===== config.mk =====
export PLATFORM = sky130hd
export DESIGN_NAME = instr_byte_fetch
export DESIGN_NICKNAME = d
export VERILOG_FILES = /design/src/rtl/instr_byte_fetch.sv
export SDC_FILE = /design/constraint.sdc
export NUM_CORES = 1
export LEC_CHECK = 0
export CAP_MARGIN = 0
export CORE_UTILIZATION = 50
export CTS_BUF_LIST = sky130_fd_sc_hd__clkbuf_8
export DETAILED_ROUTE_END_ITERATION = 10
export PLACE_DENSITY = 0.81
export SLEW_MARGIN = 20
export SYNTH_ARGS = -nofsm -noshare
export SYNTH_HDL_FRONTEND = slang
export SYNTH_SLANG_ARGS = --single-unit

===== constraint.sdc =====
create_clock -name clk -period 3.6 [get_ports clk]
set_clock_uncertainty 0.05 [all_clocks]
set_input_delay 1.08 -clock clk [delete_from_list [all_inputs] [get_ports clk]]
set_output_delay 1.08 -clock clk [all_outputs]
set_load 0.02 [all_outputs]

===== src/rtl/instr_byte_fetch.sv =====
// In-order single-byte instruction fetcher: credit-limited memory reads into a byte FIFO, redirect flush/drain, wakeup pulse.
// Optional perf counters (perf_bytes, perf_stall) are present when FETCH_PERF_EN is defined.
module instr_byte_fetch #(
  parameter int          DEPTH    = 4,
  parameter logic [15:0] RESET_PC = 16'h0000
) (
  input  logic        clk,
  input  logic        rst,
  input  logic        redirect,
  input  logic [15:0] redirect_pc,
  output logic [15:0] mem_addr,
  output logic        mem_req,
  input  logic        mem_gnt,
  input  logic [7:0]  mem_rdata,
  input  logic        mem_rvalid,
  output logic [7:0]  instr,
  output logic        instr_valid,
  input  logic        instr_ready,
  output logic        wakeup
`ifdef FETCH_PERF_EN
  ,
  output logic [31:0] perf_bytes,
  output logic [31:0] perf_stall
`endif
);

  localparam int AW = $clog2(DEPTH);
  localparam int CW = $clog2(DEPTH + 1);

  typedef enum logic {RUN, DRAIN} state_t;

  state_t        state_q, state_d;
  logic [15:0]   pc_q, pc_d;
  logic [CW-1:0] out_q, out_d;
  logic [CW-1:0] count_q, count_d;
  logic [AW-1:0] wr_q, wr_d;
  logic [AW-1:0] rd_q, rd_d;
  logic          wakeup_q;
  logic [7:0]    mem_q [DEPTH];

  logic [CW:0]   inflight;
  logic          credit, grant, resp, push, pop;

  // Buffered plus in-flight bytes are capped so the FIFO can never overflow.
  assign inflight    = {1'b0, count_q} + {1'b0, out_q};
  assign credit      = inflight < (CW+1)'(DEPTH);
  assign instr_valid = (count_q != '0);
  assign instr       = instr_valid ? mem_q[rd_q] : 8'h00;
  assign mem_addr    = pc_q;
  assign wakeup      = wakeup_q;

  always_comb begin
    mem_req = ~rst & (state_q == RUN) & credit & ~redirect;
    grant   = mem_req & mem_gnt;
    resp    = mem_rvalid & (out_q != '0);
    push    = resp & (state_q == RUN) & ~redirect;
    pop     = instr_valid & instr_ready;

    out_d   = out_q + CW'(grant) - CW'(resp);
    pc_d    = pc_q;
    count_d = count_q + CW'(push) - CW'(pop);
    wr_d    = wr_q + AW'(push);
    rd_d    = rd_q + AW'(pop);
    state_d = state_q;

    if (grant) pc_d = pc_q + 16'd1;

    if (redirect) begin
      pc_d    = redirect_pc;
      count_d = '0;
      wr_d    = '0;
      rd_d    = '0;
    end

    // Stale responses must be swallowed before fetching from the new PC.
    if (redirect || state_q == DRAIN) begin
      state_d = (out_d != '0) ? DRAIN : RUN;
    end
  end

  always_ff @(posedge clk) begin
    if (rst) begin
      state_q  <= RUN;
      pc_q     <= RESET_PC;
      out_q    <= '0;
      count_q  <= '0;
      wr_q     <= '0;
      rd_q     <= '0;
      wakeup_q <= 1'b0;
    end else begin
      state_q  <= state_d;
      pc_q     <= pc_d;
      out_q    <= out_d;
      count_q  <= count_d;
      wr_q     <= wr_d;
      rd_q     <= rd_d;
      wakeup_q <= redirect;
    end
  end

  always_ff @(posedge clk) begin
    if (push) mem_q[wr_q] <= mem_rdata;
  end

`ifdef FETCH_PERF_EN
  always_ff @(posedge clk) begin
    if (rst) begin
      perf_bytes <= 32'd0;
      perf_stall <= 32'd0;
    end else begin
      if (pop) perf_bytes <= perf_bytes + 32'd1;
      if (!instr_valid && !redirect) perf_stall <= perf_stall + 32'd1;
    end
  end
`endif

endmodule


==> results.json <==
{
  "grt_pass1_wl_um": 9910,
  "final_number_of_hold_violating_endpoints": 0,
  "effective_utilization_at_floorplan_pct": 52.8,
  "worst_slew_margin_rel_pct": 66.8,
  "setup_tns_ns": 0,
  "htree_levels": 3,
  "cp_capture_type": "output port",
  "hold_slack_ns": 0.495,
  "worst_slack_ns": 0.134,
  "synth_fa_ha_area_share_pct": 5.56,
  "synth_compound_gate_area_share_pct": 8.56,
  "critPathSlowestCell": "sky130_fd_sc_hd__clkdlybuf4s50_1",
  "critPathKind": "in2out",
  "peak_per_stage_delay_on_the_critical_path_ns": 0.45,
  "postSynthAreaPerCell_um2": 12.1,
  "io_pins": 57,
  "postSynth.topFlopCell": "sky130_fd_sc_hd__edfxtp_1",
  "placement.io_buffers": 56,
  "status": "complete, no violations",
  "drt-wirelength-per-cell_um": 15.9,
  "area_growth_syn_to_layout_pct": 31.5,
  "utilization_pct": 69.4,
  "register_area_share_after_synthesis_pct": 55.4,
  "cts_hold_buffers": 0,
  "clkSlewWorstSetupHoldPaths_ns": 0.06,
  "clockRootBuffer": "sky130_fd_sc_hd__clkbuf_8",
  "detail_route.first_pass.iterations": 4,
  "max_freq_ghz": 0.288,
  "final.period_utilization_pct": 96.3,
  "finalNonFillerCells": 369,
  "postSynth.asyncResetShare_pct": 0,
  "wl_um": 5890,
  "fin_nets": 335,
  "grtUsageTotal_pct": 22.0,
  "critPathArrivalTime_ns": 2.34,
  "first_global_vias": 2067,
  "antenna-diode-count": 0,
  "netlist_instances": 227,
  "synth_cell_types": 32,
  "post_synth_and_or_nand_nor_area_fraction_pct": 17.9,
  "period_needed_ns": 3.47,
  "total_die_area_um2": 5800,
  "largest_net_degree_at_the_start_of_global_routing": 26,
  "maxCapViolations": 0,
  "synthMuxAreaShare_pct": 6.92,
  "combinational_family_with_the_most_area_after_synthesis": "simple AND/OR/NAND/NOR gates",
  "critical_path_required_time_ns": 2.47,
  "fp-row-count": 26,
  "place_worst_setup_slack_ns": -0.144,
  "grt_antenna_before_repair": 0,
  "power.density_cell_area_nw_per_um2": 484,
  "cts_buffer_depth": 2,
  "vias": 2076,
  "critical_path.cell_chain": "clkdlybuf4s50_1 -> nor4_4 -> and3_1 -> dlygate4sd2_1",
  "routabilityCongestion": 0.811,
  "tightest_slew_ns": 0.495,
  "vdd_ir_drop_max_v": 0.000219,
  "tritoncts_num_sinks": 60,
  "drt_drc_violations_left": 0,
  "cts_setup_buffers": 0,
  "drtIter0Drc": 116,
  "synthesis.area_um2": 2750,
  "die_h_um": 76.1,
  "worstPathBufferInverterCount": 2,
  "report.final.setup_viol": 0,
  "totalPowerFinal_mw": 1.75,
  "antenna_left": 0,
  "layout.cell_area.non_filler_um2": 3610,
  "maximum_fanout_along_the_worst_path": 2,
  "final_layout_size_suffix_gt1_share_pct": 11.0,
  "synth_seq_cells": 60,
  "synth-edff-count": 32,
  "dpl.cell_count": 353,
  "detail_route.vias_per_cell": 5.63,
  "synth_fp_nets": 268,
  "p_leak_nw": 1.27,
  "timing_max_transition_violations_final": 0,
  "clk-insertion-delay-late_ns": 0.32,
  "clock_tree_from_tritoncts": "yes",
  "critical_path.startpoint_type": "input port",
  "rsz0062_at_grt": "false",
  "cts-buffers-inserted": 9,
  "synth_xor_xnor_area_share_pct": 2.23,
  "cpLargestDelayFamily": "buffers and inverters",
  "die_width_um": 76.1,
  "ys_warn_count": 0,
  "placedInstanceArea_um2": 3420,
  "core_region_area_um2": 5200,
  "grt.overflow.total": 0,
  "hpwl_um": 4090,
  "hp-class": "reg2reg"
}
## per-layer routing
| metal | vias to the layer above | part of all wire, % | global-route usage (%) |
|---|---|---|---|
| met3 | 6 | 5.0 | 5.87 |
| met5 | - | 0 | 0 |
| met2 | 68 | 50 | 36.7 |
| met1 | 1003 | 44 | 27.9 |
| li1 | 999 | - | - |
| met4 | 0 | 0.71 | 7.31 |
## worst reg2reg max path: stages (launching register included)
cell	delay (ns)
sky130_fd_sc_hd__dfxtp_1	0.40
sky130_fd_sc_hd__ha_1	0.28
sky130_fd_sc_hd__nor4_4	0.23
sky130_fd_sc_hd__buf_4	0.16
sky130_fd_sc_hd__nand4_2	0.11
sky130_fd_sc_hd__ha_1	0.29
sky130_fd_sc_hd__inv_1	0.04
sky130_fd_sc_hd__ha_1	0.18
sky130_fd_sc_hd__fa_1	0.38
sky130_fd_sc_hd__xnor2_1	0.14
sky130_fd_sc_hd__xnor2_1	0.14
sky130_fd_sc_hd__a211oi_1	0.19
## cells in the final DEF, fill, tap and decap left out, types with 2 or more instances in the layout
cell and count:
sky130_fd_sc_hd__clkdlybuf4s50_1 55, sky130_fd_sc_hd__edfxtp_1 32, sky130_fd_sc_hd__dfxtp_1 28, sky130_fd_sc_hd__nand2_1 23
sky130_fd_sc_hd__a31oi_1 14, sky130_fd_sc_hd__inv_1 13, sky130_fd_sc_hd__nor2b_1 11, sky130_fd_sc_hd__clkbuf_8 11
sky130_fd_sc_hd__buf_4 10, sky130_fd_sc_hd__nor2_1 9, sky130_fd_sc_hd__o311ai_0 9, sky130_fd_sc_hd__ha_1 9
sky130_fd_sc_hd__mux4_2 8, sky130_fd_sc_hd__or4_1 7, sky130_fd_sc_hd__or3_1 7, sky130_fd_sc_hd__and2_1 6
sky130_fd_sc_hd__xnor2_1 6, sky130_fd_sc_hd__nand3_1 5, sky130_fd_sc_hd__nor3_1 5, sky130_fd_sc_hd__o211ai_1 5
sky130_fd_sc_hd__and3_1 4, sky130_fd_sc_hd__nand4_1 4, sky130_fd_sc_hd__a211oi_1 3, sky130_fd_sc_hd__and4_1 2
sky130_fd_sc_hd__nand4b_1 2, sky130_fd_sc_hd__fa_1 2
## final timing paths
| check | startpoint | slack (ns) | cells past startpoint | end |
|---|---|---|---|---|
| max | rst | 0.13 | 4 | mem_req |
| min | mem_addr[15] | 0.50 | 2 | mem_addr[15] |
| max reg2reg | count_q[2] | 0.93 | 11 | state_q |
| min reg2reg | mem_addr[15] | 0.50 | 2 | mem_addr[15] |
## flip-flops by register name (all words and copies together) (netlist names)
| register | cells |
|---|---|
| wakeup | 1 |
| count_q | 3 |
| out_q | 3 |
| mem_q | 32 |
| mem_addr | 16 |
| rd_q | 2 |
| wr_q | 2 |
| state_q | 1 |
## cells by family after synthesis
logic type / count (synthesis)
and+or+nand+nor: 87
DFF: 60
AOI/OAI and AO/OA: 32
buffers and inverters: 21
adders and majority gates: 11
muxes: 9
xor gates and xnor gates: 7
## where the power goes
group	switching (mW)	internal, mW
clock network	0.239	0.349
registers	0.0372	0.767
logic	0.173	0.185
total	0.449	1.30
## area by class of cell
class                   count  area [um^2]
repair buffers             66          634
multi-input cells         146         1130
well taps                  70         87.6
clock buffers              11          151
inverters                  11         41.3
flip-flops and latches     60         1520
fillers                   404         1590
clock inverters             5         46.3
## timing repair
action / 4_1_cts / 5_1_grt
gates resized for setup: 1 / 0
endpoints found under the setup margin: 1 / 0
endpoints found under the hold margin: 0 / 0
## cell usage after synthesis (all sizes together), types with 2 or more instances
cell / count / area share, %
o211ai: 5 / 1.4
fa: 2 / 1.5
and3: 4 / 0.91
a211oi: 3 / 0.82
buf: 3 / 1.0
nor2b: 11 / 2.5
or3: 7 / 1.6
inv: 10 / 1.4
nand4b: 2 / 0.64
clkbuf: 7 / 0.96
or4: 7 / 1.9
and2: 6 / 1.4
xnor2: 6 / 1.9
nor3: 5 / 0.91
nand3: 5 / 0.91
o311ai: 9 / 2.9
nand4: 5 / 1.4
mux4: 8 / 6.6
nand2: 23 / 3.1
a31oi: 14 / 3.2
nor2: 9 / 1.2
edfxtp: 32 / 35
ha: 9 / 4.1
dfxtp: 28 / 20
and4: 2 / 0.64
No activity file was read; power rests on OpenSTA's default activity.
